[src/rtl/imm_encoder_stream_pkg.sv]
`default_nettype none
// ============================================================================
//  Module      : imm_encoder_stream_pkg
//  Description : Shared ImmSrc encodings and instruction-field keep masks.
//                The enum is shared with the immediate generator (imm_gen)
//                so that encoder and decoder agree on format selection.
//  Revision    : 1.0  initial release
// ============================================================================
package imm_encoder_stream_pkg;

    typedef enum logic [2:0] {
        IMM_I = 3'b000,
        IMM_S = 3'b001,
        IMM_U = 3'b010,
        IMM_B = 3'b101,
        IMM_J = 3'b110
    } imm_src_e;

    // Non-immediate template bits that survive for each format family.
    localparam logic [31:0] KEEP_I  = 32'h000F_FFFF;  // rs1/funct3/rd/opcode
    localparam logic [31:0] KEEP_SB = 32'h01FF_F07F;  // rs2/rs1/funct3/opcode
    localparam logic [31:0] KEEP_UJ = 32'h0000_0FFF;  // rd/opcode

endpackage : imm_encoder_stream_pkg
`default_nettype wire

[src/rtl/imm_encoder_stream_imm_pack.sv]
`default_nettype none
// ============================================================================
//  Module      : imm_encoder_stream_imm_pack
//  Description : Combinational immediate packer. Scatters ImmExt into
//                instr[31:7] for the selected format, merges the kept
//                template fields and flags whether the value is encodable.
//  Ports       : src_i    ImmSrc format select
//                imm_i    ImmExt value to encode
//                instr_i  instruction template
//                instr_o  merged instruction word
//                legal_o  1 when imm_i fits the format and src_i is known
//  Revision    : 1.0  initial release
// ============================================================================
module imm_encoder_stream_imm_pack
    import imm_encoder_stream_pkg::*;
(
    input  logic [2:0]  src_i,
    input  logic [31:0] imm_i,
    input  logic [31:0] instr_i,
    output logic [31:0] instr_o,
    output logic        legal_o
);

    // Sign-extension checks: the upper bits must all replicate the top
    // encodable bit, otherwise the value is out of range.
    logic w_sext12;
    logic w_sext13;
    logic w_sext21;

    assign w_sext12 = (imm_i[31:11] == '0) || (imm_i[31:11] == '1);
    assign w_sext13 = (imm_i[31:12] == '0) || (imm_i[31:12] == '1);
    assign w_sext21 = (imm_i[31:20] == '0) || (imm_i[31:20] == '1);

    always_comb begin
        instr_o = 32'h0;
        legal_o = 1'b0;
        case (src_i)
            IMM_I: begin
                instr_o = {imm_i[11:0], 20'h0} | (instr_i & KEEP_I);
                legal_o = w_sext12;
            end
            IMM_S: begin
                instr_o = {imm_i[11:5], 13'h0, imm_i[4:0], 7'h0} | (instr_i & KEEP_SB);
                legal_o = w_sext12;
            end
            IMM_B: begin
                instr_o = {imm_i[12], imm_i[10:5], 13'h0, imm_i[4:1], imm_i[11], 7'h0}
                        | (instr_i & KEEP_SB);
                legal_o = w_sext13 && !imm_i[0];
            end
            IMM_U: begin
                instr_o = {imm_i[31:12], 12'h0} | (instr_i & KEEP_UJ);
                legal_o = (imm_i[11:0] == 12'h0);
            end
            IMM_J: begin
                instr_o = {imm_i[20], imm_i[10:1], imm_i[11], imm_i[19:12], 12'h0}
                        | (instr_i & KEEP_UJ);
                legal_o = w_sext21 && !imm_i[0];
            end
            default: begin
                instr_o = 32'h0;
                legal_o = 1'b0;
            end
        endcase
    end

endmodule : imm_encoder_stream_imm_pack
`default_nettype wire

[src/rtl/imm_encoder_stream.sv]
`default_nettype none
// ============================================================================
//  Module      : imm_encoder_stream
//  Description : Streams encoded instruction words to an instruction-memory
//                write port. Requests are packed by imm_pack; legal words get
//                a sequential address and pass through an output register
//                plus one skid register; illegal ones are dropped and logged
//                in a sticky error flag with the address they would have used.
//  Ports       : clk/rst              clock, synchronous active-high reset
//                in_valid/in_ready    request handshake (in_ready registered)
//                in_src/in_imm/in_instr  format, ImmExt, template
//                out_valid/out_ready  output handshake
//                out_addr/out_instr   word address and encoded word
//                err/err_addr/clr_err sticky drop flag, first drop address
//                count                emitted words, saturating
//  Revision    : 1.0  initial release
// ============================================================================
module imm_encoder_stream
    import imm_encoder_stream_pkg::*;
#(
    parameter int          ADDR_W    = 8,
    parameter int unsigned BASE_ADDR = 0
) (
    input  logic              clk,
    input  logic              rst,
    input  logic              in_valid,
    output logic              in_ready,
    input  logic [2:0]        in_src,
    input  logic [31:0]       in_imm,
    input  logic [31:0]       in_instr,
    output logic              out_valid,
    input  logic              out_ready,
    output logic [ADDR_W-1:0] out_addr,
    output logic [31:0]       out_instr,
    output logic              err,
    output logic [ADDR_W-1:0] err_addr,
    input  logic              clr_err,
    output logic [ADDR_W:0]   count
);

    localparam logic [ADDR_W-1:0] C_BASE = ADDR_W'(BASE_ADDR);

    logic [31:0]       w_pack_instr;
    logic              w_pack_legal;
    logic              w_accept;
    logic              w_push;
    logic              w_drop;
    logic              w_out_fire;

    logic              out_valid_q,  out_valid_d;
    logic [ADDR_W-1:0] out_addr_q,   out_addr_d;
    logic [31:0]       out_instr_q,  out_instr_d;
    logic              skid_valid_q, skid_valid_d;
    logic [ADDR_W-1:0] skid_addr_q,  skid_addr_d;
    logic [31:0]       skid_instr_q, skid_instr_d;
    logic [ADDR_W-1:0] next_addr_q,  next_addr_d;
    logic              err_q,        err_d;
    logic [ADDR_W-1:0] err_addr_q,   err_addr_d;
    logic [ADDR_W:0]   count_q,      count_d;

    imm_encoder_stream_imm_pack u_pack (
        .src_i   (in_src),
        .imm_i   (in_imm),
        .instr_i (in_instr),
        .instr_o (w_pack_instr),
        .legal_o (w_pack_legal)
    );

    // in_ready depends only on state, so it is glitch-free toward the source.
    assign w_accept   = in_valid && !skid_valid_q;
    assign w_push     = w_accept && w_pack_legal;
    assign w_drop     = w_accept && !w_pack_legal;
    assign w_out_fire = out_valid_q && out_ready;

    always_comb begin
        out_valid_d  = out_valid_q;
        out_addr_d   = out_addr_q;
        out_instr_d  = out_instr_q;
        skid_valid_d = skid_valid_q;
        skid_addr_d  = skid_addr_q;
        skid_instr_d = skid_instr_q;
        next_addr_d  = next_addr_q;
        err_d        = err_q;
        err_addr_d   = err_addr_q;
        count_d      = count_q;

        if (w_out_fire) begin
            out_valid_d = 1'b0;
            if (count_q != '1) begin
                count_d = count_q + (ADDR_W+1)'(1);
            end
        end

        // A full skid blocks acceptance, so refill from skid and a new push
        // are mutually exclusive.
        if (skid_valid_q) begin
            if (w_out_fire) begin
                out_valid_d  = 1'b1;
                out_addr_d   = skid_addr_q;
                out_instr_d  = skid_instr_q;
                skid_valid_d = 1'b0;
            end
        end else if (w_push) begin
            if (!out_valid_q || w_out_fire) begin
                out_valid_d = 1'b1;
                out_addr_d  = next_addr_q;
                out_instr_d = w_pack_instr;
            end else begin
                skid_valid_d = 1'b1;
                skid_addr_d  = next_addr_q;
                skid_instr_d = w_pack_instr;
            end
            next_addr_d = next_addr_q + ADDR_W'(1);
        end

        // A new drop wins over a simultaneous clear so the fresh error is kept.
        if (w_drop && (!err_q || clr_err)) begin
            err_d      = 1'b1;
            err_addr_d = next_addr_q;
        end else if (clr_err) begin
            err_d      = 1'b0;
            err_addr_d = '0;
        end
    end

    always_ff @(posedge clk) begin
        if (rst) begin
            out_valid_q  <= 1'b0;
            out_addr_q   <= '0;
            out_instr_q  <= 32'h0;
            skid_valid_q <= 1'b0;
            skid_addr_q  <= '0;
            skid_instr_q <= 32'h0;
            next_addr_q  <= C_BASE;
            err_q        <= 1'b0;
            err_addr_q   <= '0;
            count_q      <= '0;
        end else begin
            out_valid_q  <= out_valid_d;
            out_addr_q   <= out_addr_d;
            out_instr_q  <= out_instr_d;
            skid_valid_q <= skid_valid_d;
            skid_addr_q  <= skid_addr_d;
            skid_instr_q <= skid_instr_d;
            next_addr_q  <= next_addr_d;
            err_q        <= err_d;
            err_addr_q   <= err_addr_d;
            count_q      <= count_d;
        end
    end

    assign in_ready  = !skid_valid_q;
    assign out_valid = out_valid_q;
    assign out_addr  = out_addr_q;
    assign out_instr = out_instr_q;
    assign err       = err_q;
    assign err_addr  = err_addr_q;
    assign count     = count_q;

endmodule : imm_encoder_stream
`default_nettype wire

[config.mk]
export PLATFORM = sky130hd
export DESIGN_NAME = imm_encoder_stream
export DESIGN_NICKNAME = d
export VERILOG_FILES = /design/src/rtl/imm_encoder_stream_pkg.sv /design/src/rtl/imm_encoder_stream_imm_pack.sv /design/src/rtl/imm_encoder_stream.sv
export SDC_FILE = /design/constraint.sdc
export NUM_CORES = 1
export LEC_CHECK = 0
export ABC_AREA = 1
export BUFFER_PORTS_ARGS = -buffer_cell sky130_fd_sc_hd__buf_2
export CAP_MARGIN = 20
export CORE_UTILIZATION = 50
export DETAILED_ROUTE_END_ITERATION = 16
export MAX_ROUTING_LAYER = met4
export PLACE_DENSITY = 0.8
export RECOVER_POWER = 25
export SKIP_CTS_REPAIR_TIMING = 1
export SLEW_MARGIN = 20
export SYNTH_ARGS = -nofsm -noshare
export SYNTH_HDL_FRONTEND = slang
export SYNTH_HIERARCHICAL = 1
export SYNTH_SLANG_ARGS = --single-unit
[constraint.sdc]
create_clock -name clk -period 6.5 [get_ports clk]
set_clock_uncertainty 0.1 [all_clocks]
set_input_delay 0.975 -clock clk [delete_from_list [all_inputs] [get_ports clk]]
set_output_delay 0.975 -clock clk [all_outputs]
set_load 0.02 [all_outputs]
# Word-level counts from Yosys, hierarchy flattened
# Index checks and enable logic that the tools add are counted.
[word_totals] register_bits=108 out_inout_bits=60
[classes] bitwise=7 addsub=2 n_reduce_logical=30 mux=23 eq_ne=9
[op_table] operator="case mux 32 bit (5 select lines)" n=1
[op_table] operator="two-way mux 32 bit" n=4
[op_table] operator="bitwise OR 32 x 12 -> 32 bit" n=2
[op_table] operator="bitwise OR 32 x 25 -> 32 bit" n=2
[op_table] operator="two-way mux 8 bit" n=6
[op_table] operator="bitwise OR 32 x 20 -> 32 bit" n=1
[op_table] operator="zero test 12 bit" n=2
[op_table] operator="equality test 21 bit, second input constant" n=1
[op_table] operator="zero test 21 bit" n=1
[op_table] operator="equality test 20 bit, second input constant" n=1
[op_table] operator="zero test 20 bit" n=1
[op_table] operator="equality test 12 bit, second input constant" n=1
[op_table] operator="two-way mux 1 bit" n=11
[op_table] operator="adder 9 x 1 -> 9 bit, second input constant" n=1
[op_table] operator="!= test 9 bit, second input constant" n=1
[op_table] operator="adder 8 x 1 -> 8 bit, second input constant" n=1
[op_table] operator="logical AND 1 bit" n=7
[op_table] operator="equality test 3 bit, second input constant" n=2
[op_table] operator="AND reduction 3 bit" n=2
[op_table] operator="nonzero test 2 bit" n=3
[op_table] operator="zero test 1 bit" n=5
[op_table] operator="logical OR 1 bit" n=5
[op_table] operator="case mux 1 bit (4 select lines)" n=1
[op_table] operator="AND reduction 2 bit" n=2
[op_table] operator="other kinds (6)" n=7

# Logic depth before layout (Yosys ltp)
[logic_depth] depth_word=8 ltp_mapped=17 ltp_nobuf=15

# By module
# Netlist, hierarchy kept.
[modules_own_cells] module="imm_encoder_stream" n_inst=1 cells_each=658 area_per_inst_um2=4621.9
[modules_own_cells] module="imm_encoder_stream_imm_pack" n_inst=1 cells_each=178 area_per_inst_um2=823.3

# Worst setup path after synthesis
# No wires, ideal clock.
[synth_timing] path_kind="input to register" start="input port in_src[1]" end="register skid_instr_q[20]" setup_slack_ns=3.721 cell_stages=14 setup_ns=0.116 n_path_buf=2 t_arrival_ns=2.563 path_cell_list="inv_1 ha_1 o21ai_0 or2_0 nor2_1 nor2_1 nand2_1 nand3_4 nor2_4 inv_2 buf_6 buf_6 nor2_2 nor2_1"
[synth_between] elab_chain_len=5
[synth_rtl] item="start, declared" line_no="imm_encoder_stream.sv:28" source="input logic [2:0] in_src,"
[synth_rtl] item="equality test 3 x 1 -> 1 bit or zero test 3 bit (tied branches)" line_no="imm_encoder_stream_imm_pack.sv:37" source="case (src_i)"
[synth_rtl] item="OR reduction 2 bit (no line)"
[synth_rtl] item="case mux 1 bit (4 select lines) *" line_no="imm_encoder_stream_imm_pack.sv:37"
[synth_rtl] item="net w_pack_legal" line_no="imm_encoder_stream.sv:44" source="logic w_pack_legal;"
[synth_rtl] item="logical AND 1 bit *" line_no="imm_encoder_stream.sv:71" source="assign w_push = w_accept && w_pack_legal;"
[synth_rtl] item="AND reduction 3 bit (no line) *"
[synth_rtl] item="end signal, assigned" line_no="imm_encoder_stream.sv:144" source="skid_instr_q <= skid_instr_d;"
[synth_rtl] item="end, declared" line_no="imm_encoder_stream.sv:55" source="logic [31:0] skid_instr_q, skid_instr_d;"
# Mark *: on every way through the listed nets, which the timed path passes. The rest lies on a longest branch.
# A chain may end at the register's enable or synchronous reset.

==> out/results.md <==
| Stage | Parameter | Value |
|:---|:---|:---|
| power | Combinational share of power | 9.4% |
| flow run | Max Cap Violations | 1 |
| drt | Drt wl/cell | 12.3 µm |
| global routing | Aggregate global-route resource usage | 24.7% |
| drt | Vias per cell | 5.01 |
| logic synthesis | Multiplexer share of the synthesized area | 0% |
| placed design | Placement-stage cell area | 6060 µm² |
| min path | Start point of the worst min-delay path | count[5] |
| clocking | Worst-Skew Late Latency | 0.39 ns |
| timing | Slew of the pin with the lowest slew margin | 3.90 ns |
| timing | Final Cycle Share | 68.7% |
| logic synthesis | Cell with the most instances after synthesis | nand2_1 |
| power | P_sw | 0.308 mW |
| power | Leakage | 2.75 nW |
| global routing | Wire length of the first global-routing pass | 22.0 mm |
| clocking | Clock tree from TritonCTS | yes |
| logic synthesis | Largest area contributor in the netlist | dfxtp_1 |
| timing | Unrepaired setup endpoints after global routing | no |
| min path | Worst min-delay path class | reg2reg |
| finish | Fraction of final layout cells with drive strength greater than 1 | 13.6% |
| status | Run status | finished with violations |
| logic synthesis | Cell variety after synth | 34 |
| logic synthesis | Sequential cell area fraction in the yosys report | 39.7% |
| timing | Final count of hold timing violations | 0 |
| die | Die X | 106 µm |
| power | Flop pwr share | 55.0% |
| logic synthesis | Async set-reset flop share out of synthesis | 0% |
| timing | Max-Slew Margin vs Limit | -160% |
| logic synthesis | Count of flip-flops with a built-in enable after synthesis | 0 |
| timing | Minimum clock period | 4.46 ns |
| drt | Residual DRC | 0 |
| setup path | Data arrival at the endpoint of the critical path | 4.68 ns |
| placed design | Count of input and output buffers | 124 |
| drt | Highest signal layer in the routed design | met4 |
| die | Area of the die | 11300 µm² |
| setup path | CP startpoint | rst |
| logic synthesis | Main combinational cell family by area after synthesis | simple AND/OR/NAND/NOR gates |
| die | Height of the chip | 106 µm |
| power | Max rail drop VDD | 0.187 mV |
| logic synthesis | Share of the synthesized area in the top cell type | 39.7% |
| logic synthesis | Yosys reg bits | 108 |
| logic synthesis | Mapped cell area | 5450 µm² |
| setup path | Largest fanout of any net on the critical path | 98 |
| drt | Routed met3 length | 689 µm |
| setup path | Required time worst endpoint | 6.72 ns |
| logic synthesis | Parity-gate share of the synthesized area counting xor and xnor cells | 0% |
| die | Row count | 37 |
| finish | Number of diodes | 0 |
| drt | Number of nets with antenna violations after detailed routing | 0 |
| die | Core area | 10500 µm² |
| clocking | Max clock buf depth | 2 |
| clocking | Clk sinks | 108 |
| timing | Max Clock Freq | 0.224 GHz |
| setup path | Worst setup path category | in2reg |
| power | Power per standard cell area | 194 nW/µm² |
| timing | Number of endpoints failing setup at the final stage | 0 |
| setup path | Crit path capture type | flop |
| power | Internal Pwr Total | 0.896 mW |
| clocking | H-Tree Depth | 3 |
| clocking | CTS Root Buffer Type | clkbuf_8 |
| power | Power Total | 1.20 mW |
| drt | Vias after detailed routing | 5386 |
| timing | Total Negative Setup Slacks | 0 ns |
| power | Clock power share | 35.6% |
| logic synthesis | Predominant post-synthesis flop cell | dfxtp_1 |
| drt | Wire length the detailed router placed on met1 | 6.33 mm |
| logic synthesis | Top cells by area in the synthesized netlist | dfxtp_1 40%, nand2_1 15%, nor2_1 15% |
| clocking | Clock edge transition at the registers on the reported setup and hold paths | 0.11 ns |
| drt | Met2 Routed Length | 6.03 mm |
| logic synthesis | Ys Warns | 6 |
| global routing | Residual overflow from global routing | 0 |
| placed design | Weighted congestion reported at the end of routability-driven placement | 0.936 |
| drt | Total iterations of the first detailed-routing run | 5 |
| global routing | Number of antenna violations at the first check in global routing | 0 |
| power | Switching Fraction | 25.6% |
| placed design | Worst slack at placement | 2.46 ns |
| placed design | Final HPWL from detailed placement | 8.94 mm |
| setup path | Startpoint of the lowest-slack register-to-register path | skid_valid_q |
| clocking | TritonCTS buffer count | 9 |
| finish | Core occupancy in the finished layout | 59.4% |
| finish | Area of all placed cells without fillers | 6210 µm² |
| logic synthesis | Top cell types by occurrence after synthesis | 217 x nand2_1, 212 x nor2_1, 108 x dfxtp_1 |
| timing | Max-slew violation count | 99 |
| die | Effective utilization at floorplan | 52.0% |
| finish | Area growth from synthesis to final layout | 14.0% |
| global routing | Number of global-route vias before repair | 4808 |
| logic synthesis | Post-synthesis net count | 914 |
| global routing | Pin count of the biggest net entering global routing | 99 |
| logic synthesis | Adder-cell share of the synthesized area | 1.38% |
| finish | Non-filler instance count after layout | 1074 |
| status | Violated checks | capacitance limit, slew limit |
| timing | Worst setup margin | 2.04 ns |
| die | IO Pins | 132 |
| logic synthesis | Share of synthesized cell area in and, or, nand and nor gates | 37.6% |
| finish | Number of nets at the end of the flow | 1011 |
| setup path | CP Launch Type | input port |
| placed design | Dpl cells | 1058 |
| drt | Aggregate routed wire length | 13.3 mm |
| drt | DRC marker count from the first detailed-route iteration | 345 |
| logic synthesis | Compound-Gate Fraction of Synth Area | 13.9% |
| logic synthesis | Average instance area after synthesis | 6.51 µm² |
| timing | Hold Worst Slack | 0.380 ns |
| logic synthesis | Gate Count Post-Synth | 836 |
[layout by cell type, fill, tap and decap left out, drive strengths merged]
master and instances:
a21boi 30, a21oi 50, a31oi 2, a41oi 1, and2 1, and3 1, buf 88, bufinv 1
clkbuf 52, clkinv 3, clkinvlp 1, dfxtp 108, ha 6, inv 46, nand2 217, nand3 28
nand3b 1, nand4 12, nor2 227, nor3 1, nor3b 7, nor4 2, o21ai 51, or2 2
[sequential cells by signal, summed over array words and instances, names as in the netlist]
signal and count:
out_instr 32, skid_instr_q 32, count 9, err_addr 8, next_addr_q 8, out_addr 8, skid_addr_q 8, err 1
out_valid 1, skid_valid_q 1
[area by class of cell]
cell class | instances | area (µm²)
fillers | 1051 | 4250
multi-input cells | 639 | 2890
flip-flops and latches | 108 | 2160
repair buffers | 130 | 611
inverters | 45 | 171
well taps | 136 | 170
clock buffers | 10 | 138
clock inverters | 6 | 68.8
[power by group through the flow]
stage / clock network (mW) / logic [mW] / registers (mW)
global route: 0.461 / 0.126 / 0.662
detailed placement: 0 / 0.107 / 0.677
finish: 0.428 / 0.113 / 0.662
floorplan: 0 / 0.0664 / 0.678
global placement: 0 / 0.107 / 0.677
CTS: 0.441 / 0.108 / 0.662
[critical path, cell delays in order]
cell and delay [ns]:
clkbuf_1 0.22, inv_2 0.09, clkbuf_1 2.72, o21ai_0 0.38, a21oi_1 0.26
[layer usage]
metal / vias up / GRT usage, %
li1: 2845 / -
met2: 160 / 39.7
met3: 22 / 4.90
met5: - / -
met1: 2359 / 31.1
met4: 0 / 7.94
[logic make-up after synthesis]
group                    after synthesis
buffers and inverters                 89
AND/OR/NAND/NOR                      499
flip-flops                           108
adder cells (fa/ha/maj)                6
AO/OA/AOI/OAI                        134
[worst paths after layout]
path | depth (start not counted) | slack [ns] | to
max | 5 | 2.04 | count[0]
min reg2reg | 2 | 0.38 | count[5]
max reg2reg | 7 | 4.15 | out_instr[24]
min | 2 | 0.38 | count[5]
(Power assumes the default switching activity.)
